`src/rtl/alarm_core_nzone.sv`:
```
// alarm_core_nzone: N-zone anti-theft alarm controller.
// Seconds prescaler, countdown timer and latched trip-zone report.
module alarm_core_nzone #(
  parameter int                 N_ZONES      = 2,
  parameter int                 TW           = 4,
  parameter int                 CLK_PER_SEC  = 50000000,
  parameter logic [N_ZONES-1:0] INSTANT_MASK = '0
) (
  input  logic               clock,
  input  logic               reset,
  input  logic               ignition,
  input  logic [N_ZONES-1:0] zone_open,
  input  logic               disarm_req,
  input  logic               reprogram,
  input  logic [TW-1:0]      t_arm_delay,
  input  logic [TW-1:0]      t_entry_delay,
  input  logic [TW-1:0]      t_alarm_on,
  output logic [1:0]         state,
  output logic               status,
  output logic               siren_enable,
  output logic [N_ZONES-1:0] trip_zone,
  output logic               sec_tick
);

  typedef enum logic [1:0] {
    ARMED    = 2'd0,
    DISARMED = 2'd1,
    TRIGGER  = 2'd2,
    ON       = 2'd3
  } st_t;

  localparam int PW = (CLK_PER_SEC > 1) ? $clog2(CLK_PER_SEC) : 1;
  localparam logic [PW-1:0] PSC_MAX = PW'(CLK_PER_SEC - 1);

  st_t          st;
  logic [PW-1:0] psc;
  logic [TW-1:0] tmr;
  logic          arm_pending;
  logic          drv_seen;
  logic          zprev;

  logic          any_open;
  logic          inst_open;
  logic          rise0;
  logic          fall0;
  logic          tmr_zero;
  logic          expired;
  logic          ld;
  logic [TW-1:0] ld_val;

  assign state     = st;
  assign sec_tick  = (psc == PSC_MAX);
  assign any_open  = |zone_open;
  assign inst_open = |(zone_open & INSTANT_MASK);
  assign rise0     = zone_open[0] & ~zprev;
  assign fall0     = ~zone_open[0] & zprev;
  assign tmr_zero  = (tmr == '0);
  assign expired   = tmr_zero & ~ld;

  // Decide whether the timer is (re)loaded this cycle and with what.
  always_comb begin
    ld     = 1'b0;
    ld_val = '0;
    if (!reset && !disarm_req) begin
      if (reprogram) begin
        ld = 1'b1;
      end else begin
        case (st)
          ARMED: begin
            if (any_open) begin
              ld     = 1'b1;
              ld_val = inst_open ? t_alarm_on : t_entry_delay;
            end
          end
          TRIGGER: begin
            if (!ignition && (inst_open || tmr_zero)) begin
              ld     = 1'b1;
              ld_val = t_alarm_on;
            end
          end
          ON: begin
            if (any_open) begin
              ld     = 1'b1;
              ld_val = t_alarm_on;
            end
          end
          DISARMED: begin
            if (!ignition &&
                ((fall0 && drv_seen) ||
                 (arm_pending && any_open))) begin
              ld     = 1'b1;
              ld_val = t_arm_delay;
            end
          end
          default: ;
        endcase
      end
    end
  end

  // Prescaler, timer, state machine and registered outputs.
  always_ff @(posedge clock) begin
    if (reset) begin
      st           <= ARMED;
      status       <= 1'b0;
      siren_enable <= 1'b0;
      trip_zone    <= '0;
      psc          <= '0;
      tmr          <= '0;
      arm_pending  <= 1'b0;
      drv_seen     <= 1'b0;
      zprev        <= 1'b0;
    end else begin
      zprev <= zone_open[0];

      if (ld || sec_tick) psc <= '0;
      else                psc <= psc + PW'(1);

      if (ld)
        tmr <= ld_val;
      else if (sec_tick && !tmr_zero)
        tmr <= tmr - TW'(1);

      if (disarm_req) begin
        st           <= DISARMED;
        arm_pending  <= 1'b0;
        drv_seen     <= 1'b0;
        trip_zone    <= '0;
        status       <= 1'b0;
        siren_enable <= 1'b0;
      end else if (reprogram) begin
        st           <= ARMED;
        arm_pending  <= 1'b0;
        drv_seen     <= 1'b0;
        status       <= 1'b0;
        siren_enable <= 1'b0;
      end else begin
        case (st)
          ARMED: begin
            if (any_open) begin
              trip_zone <= zone_open;
              status    <= 1'b1;
              if (inst_open) begin
                st           <= ON;
                siren_enable <= 1'b1;
              end else begin
                st <= TRIGGER;
              end
            end else if (sec_tick) begin
              status <= ~status;
            end
          end
          TRIGGER: begin
            if (ignition) begin
              st     <= DISARMED;
              status <= 1'b0;
            end else begin
              trip_zone <= trip_zone | zone_open;
              status    <= 1'b1;
              if (inst_open || tmr_zero) begin
                st           <= ON;
                siren_enable <= 1'b1;
              end
            end
          end
          ON: begin
            siren_enable <= 1'b1;
            status       <= sec_tick ? ~status : 1'b1;
            if (!any_open && expired) begin
              st           <= ARMED;
              siren_enable <= 1'b0;
              status       <= 1'b0;
            end
          end
          DISARMED: begin
            status <= 1'b0;
            if (ignition) begin
              arm_pending <= 1'b0;
              drv_seen    <= 1'b0;
            end else begin
              if (rise0)
                drv_seen <= 1'b1;
              if (fall0 && drv_seen)
                arm_pending <= 1'b1;
              if (arm_pending && !any_open && expired) begin
                st          <= ARMED;
                arm_pending <= 1'b0;
                drv_seen    <= 1'b0;
                trip_zone   <= '0;
              end
            end
          end
          default: ;
        endcase
      end
    end
  end

endmodule

```
`config.mk`:
```
export PLATFORM = sky130hd
export DESIGN_NAME = alarm_core_nzone
export DESIGN_NICKNAME = d
export VERILOG_FILES = /design/src/rtl/alarm_core_nzone.sv
export SDC_FILE = /design/constraint.sdc
export NUM_CORES = 1
export LEC_CHECK = 0
export CAP_MARGIN = 10
export CELL_PAD_IN_SITES_DETAIL_PLACEMENT = 0
export CELL_PAD_IN_SITES_GLOBAL_PLACEMENT = 1
export CORE_MARGIN = 1
export CORE_UTILIZATION = 30
export CTS_CLUSTER_SIZE = 25
export DETAILED_ROUTE_END_ITERATION = 8
export HOLD_SLACK_MARGIN = 0.15
export PLACE_DENSITY_LB_ADDON = 0.1
export SLEW_MARGIN = 10
export SYNTH_ARGS = -nofsm -noshare
export SYNTH_HDL_FRONTEND = slang
export SYNTH_SLANG_ARGS = --single-unit
```
`constraint.sdc`:
```
create_clock -name clock -period 3.17 [get_ports clock]
set_clock_uncertainty 0.2 [all_clocks]
set_input_delay 0.4755 -clock clock [delete_from_list [all_inputs] [get_ports clock]]
set_output_delay 0.4755 -clock clock [all_outputs]
set_load 0.02 [all_outputs]
```
== After elaboration in Yosys (flattened, before gate mapping) ==
Cells that the tools add are included.

* Register bits after elaboration: 39
* Output and inout port bits: 7
* Word-level logic and storage cells: 115

* Add/sub/neg operators: 2
* Equality and inequality tests: 17
* Mux-type cells: 43
* Bitwise gates (word level): 9
* Reductions and logical operators: 34

{| class="wikitable"
|+ Operators with widths
! kind !! count
|-
| $mux 4 || 8
|-
| $add 26x1->26 const B || 1
|-
| $eq 26x26->1 const B || 1
|-
| $mux 1 || 21
|-
| $mux 2 || 8
|-
| $ne 4x4->1 const B || 4
|-
| $pmux 4 s4 || 1
|-
| $ne 2x2->1 const B || 6
|-
| $reduce_and 5->1 || 2
|-
| $logic_and 1x1->1 || 9
|-
| $reduce_bool 3->1 || 3
|-
| $pmux 2 s4 || 1
|-
| $reduce_or 2->1 || 4
|-
| $ne 3x3->1 const B || 2
|-
| $pmux 2 s3 || 1
|-
| $reduce_and 6->1 || 1
|-
| $logic_not 1->1 || 5
|-
| $ne 5x5->1 const B || 1
|-
| $not 1->1 || 5
|-
| $eq 2x2->1 const B || 2
|-
| $logic_not 4->1 || 1
|-
| $pmux 1 s4 || 1
|-
| $reduce_and 2->1 || 2
|-
| $reduce_bool 2->1 || 2
|-
| other kinds (10) || 13
|}

== Longest topological paths before layout ==
* Word-level depth: 17
* Mapped depth: 10

== Least setup slack after synthesis ==
Ideal clock, no wire load.

* Path kind: register -> register
* Start: register st[1], in the netlist state[1]
* End: register psc[17]
* Library setup time: 0.062 ns
* Data arrival time: 2.052 ns
* Setup slack: 0.856 ns
* Cell stages (with the launch flop): 11
* Path buffers: 3
* Cells stage by stage: dfxtp_1 -> inv_1 -> ha_1 -> buf_2 -> nand2b_1 -> a21oi_2 -> o211a_1 -> or3_1 -> buf_4 -> buf_6 -> nor2_2

* Word-level cells in the longest chain between the ends: 7
* Elaborated cells on any way between the ends: 10

{| class="wikitable"
|+ RTL lines
! item !! RTL line !! source
|-
| start, declared || 35 || <nowiki>st_t st;</nowiki>
|-
| start signal, assigned || 104 || <nowiki>st <= ARMED;</nowiki>
|-
| start signal, assigned || 125 || <nowiki>st <= DISARMED;</nowiki>
|-
| start signal, assigned || 132 || <nowiki>st <= ARMED;</nowiki>
|-
| $eq 2x2->1 / $logic_not 2->1 (equally long branches) || 68 || <nowiki>case (st)</nowiki>
|-
| $reduce_or 2->1 (no line) || - ||
|-
| $pmux 1 s3 * || 68 ||
|-
| $mux 1 * || 65 || <nowiki>if (reprogram) begin</nowiki>
|-
| $mux 1 * || 64 || <nowiki>if (!reset && !disarm_req) begin</nowiki>
|-
| $logic_or 1x1->1 * || 116 || <nowiki>if (ld || sec_tick) psc <= '0;</nowiki>
|-
| $reduce_or 2->1 (no line) * || - ||
|-
| end signal, assigned || 117 || <nowiki>else psc <= psc + PW'(1);</nowiki>
|-
| end, declared || 36 || <nowiki>logic [PW-1:0] psc;</nowiki>
|}

Every way passes the cells marked *; elsewhere a longest branch is shown, timed or not.
A chain may end at the register's enable or synchronous reset.

== Final worst setup path ==
* Start: register psc[0]
* End: output port sec_tick

* Word-level cells in the longest chain between the ends: 1

{| class="wikitable"
|+ RTL lines
! item !! RTL line !! source
|-
| $eq 26x26->1 || 52 || <nowiki>assign sec_tick = (psc == PSC_MAX);</nowiki>
|-
| end, declared || 22 || <nowiki>output logic sec_tick</nowiki>
|}

No other way between the ends.

==> summary.txt <==
Synth
  – YS warnings: 0
  – Post-synthesis register bit count: 39
  – Mapped Cells: 256
  – Predominant post-synthesis flop cell: dfxtp_1
  – Cell accounting for the most synthesized area: dfxtp_1
  – Yosys cell types: between 50 and 60
  – Register area share after synthesis: about a third
  – Asr flop ratio synth: 0%
  – Post-synth EDFFs: 0
  – Synth Cell Area: 2230 um^2
  – Avg Cell Area, Syn: roughly 8.7 um^2
  – Share of Yosys cell area claimed by the top area cell type: 35.1%
  – Synthesized Nets: roughly 280
  – Ranking of synthesized cells by area: dfxtp_1 35%, xor2_1 6.7%, nor2_1 5.9%

Clocking
  – CTS root buffer: clkbuf_8
  – Worst skew pair latency: 0.30 ns
  – Clock Sinks: 39
  – # Post-CTS Setup Buffers: 0
  – H-tree Lvls: 2
  – Hold Buf Count CTS: 0
  – CTS Buf Count: 5
  – CTS tree: done
  – Cts repair resizes: 1
  – Clk buf depth: 2
  – Clk slew on worst S/H paths: 0.08 ns

Cells and area
  – Layout area overhead: 22.2%
  – Share of cells above drive strength 1: 10.8%
  – Post-layout net count: 311
  – Most frequent cells in the layout: 39 x dfxtp_1, 35 x nor2_1, 24 x clkdlybuf4s50_1
  – Fin area: between 2000 and 3000 um^2
  – FILL cells: about 760
  – Most common cell after layout, fill and taps aside: dfxtp_1
  – Diode count: 0

Floorplanning
  – Row cnt: 31
  – Core area: between 7000 and 8000 um^2
  – I/O pins: 26
  – Die H: 88.2 um
  – Die width: 88.2 um
  – Total Die Area: 7770 um^2
  – Initial Utilization: 30.9%

Global route
  – GRT Total Usage: 15.3%
  – Initial antenna violation count: 0
  – Largest net degree at the start of global routing: 16
  – Number of global-route vias before repair: 1835
  – First-pass GRT wire length: 9.12 mm
  – Gr ovfl total: 0

Critical path
  – Worst-path fanout max: 7
  – Critical Path Start Type: flip-flop
  – Crit end category: output pin
  – Kind of critical path: reg2out
  – WP data required: 2.49 ns
  – Data arrival, critical path: 1.99 ns

Pwr
  – Peak supply drop: 0.223 mV
  – Net Sw Power: between 0.2 and 0.3 mW
  – Tot Pwr: 1.14 mW
  – Cell Pwr Density: 420 nW/um^2
  – Comb pwr share: 11.7%
  – Pint: 0.874 mW
  – Clock power share: between 40% and 50%
  – Seq pwr share: between 40% and 50%
  – LEAKAGE: between 0.9 and 1 nW
  – Sw Ratio: 23.5%

STA
  – Number of endpoints failing setup at the final stage: 0
  – Worst slew margin: a little under three fifths
  – Least-Margin Pin Slew: 0.624 ns
  – Final Cycle Share: 83.9%
  – Fmax: 376 MHz
  – Setup TNS: 0 ns
  – Final Max Slew Viols: 0
  – Final min period: between 2 and 3 ns
  – RSZ-0062 raised after global routing: false
  – Endpoints failing hold: 0

Route
  – Routed vias: 1917
  – WL/cell: 14.0 um
  – DR DRC count: 0
  – Wirelength, routed: 5.40 mm
  – Antenna-violating nets left: 0
  – DRT iter0 DRCs: 83
  – Vias per inst: roughly 5.0
  – Pre-antenna DRT Iters: 4

Outcome
  – Status: finished clean

Min path
  – HP Class: reg2reg

Placement
  – Placed inst area: 2590 um^2
  – Post-DP HPWL: ~4.0 mm
  – Port buffer count: 25
  – Routability Congestion: between 0.7 and 0.8

Flow run
  – Max-Cap Viols: 0
[cells in the mapped netlist (4+ instances only)]
master / n
dfxtp_1: 39
nor2_1: 35
xor2_1: 17
nand2_1: 14
nand3_1: 12
inv_1: 10
xnor2_1: 10
nand4_1: 8
nor2_2: 8
ha_1: 7
nand2b_1: 6
a21oi_1: 5
a221oi_1: 5
and3_1: 5
o21ai_0: 5
nor2b_1: 4
or3_1: 4
[cell families (layout without fill, tap and decap cells)]
kind of cell    count (synthesis)  count (layout)  synth area share, %
simple gates                  121             121                 29.7
compound gates                 41              41                 15.4
flops                          39              39                 35.1
xor+xnor                       27              27                 10.6
buf+inv                        19              49                 4.33
fa+ha+maj                       7               7                 3.93
mux                             2               2                0.955
[state kept, by name, indices dropped and copies added (netlist names)]
register,cells
zprev,1
psc,26
drv_seen,1
trip_zone,2
siren_enable,1
arm_pending,1
tmr,4
status,1
state,2
[metrics by stage]
| step | cells | util [%] | hold slack, ns | worst slack [ns] |
|---|---|---|---|---|
| floorplan | 256 | - | 0.217 | 0.856 |
| global placement | 377 | 35.9 | 0.234 | 0.328 |
| detailed placement | 377 | 35.9 | 0.246 | 0.324 |
| CTS | 385 | 37.7 | 0.266 | 0.0750 |
| global route | 385 | 37.7 | 0.305 | 0.337 |
| finish | 385 | 37.7 | 0.255 | 0.509 |
[power by group through the flow]
stage	clock network (mW)	logic, mW	registers (mW)
floorplan	0	0.0779	0.517
detailed placement	0	0.133	0.514
finish	0.507	0.133	0.503
CTS	0.520	0.134	0.503
global route	0.538	0.147	0.504
global placement	0	0.136	0.514
[area by class of cell]
class                      instances  area, um^2  share of cell area, %
multi-input combinational        198        1350                   49.6
clock inverter                     2        60.1                   2.21
timing repair buffer              31         298                   10.9
inverter                          10        37.5                   1.38
tap                               99         124                   4.55
clock buffer                       6        72.6                   2.67
sequential                        39         781                   28.7
[path summary, 6_finish.rpt]
| check | depth (start not counted) | start | to | slack, ns |
|---|---|---|---|---|
| setup reg to reg | 7 | tmr[0]$_SDFFE_PP0P_ | tmr[0]$_SDFFE_PP0P_ | 0.76 |
| hold / removal | 1 | psc[0]$_SDFF_PP0_ | psc[0]$_SDFF_PP0_ | 0.26 |
| setup / recovery | 5 | psc[0]$_SDFF_PP0_ | sec_tick | 0.51 |
| hold reg to reg | 1 | psc[0]$_SDFF_PP0_ | psc[0]$_SDFF_PP0_ | 0.26 |
[worst max-delay path, cell delays in order (launching register included)]
cell and delay [ns]:
dfxtp_1 0.36, ha_1 0.22, nand2_1 0.11, or2_1 0.38, nor4_4 0.36, dlymetal6s2s_1 0.26
[per-layer routing]
metal	wire length, um	share of wire, %	track usage [%]
met3	160	3.0	3.11
met2	2260	42	22.7
met4	81	1.5	4.84
met1	2890	54	22.1
met5	0	0	0
Power figures use the tool's default switching activity.
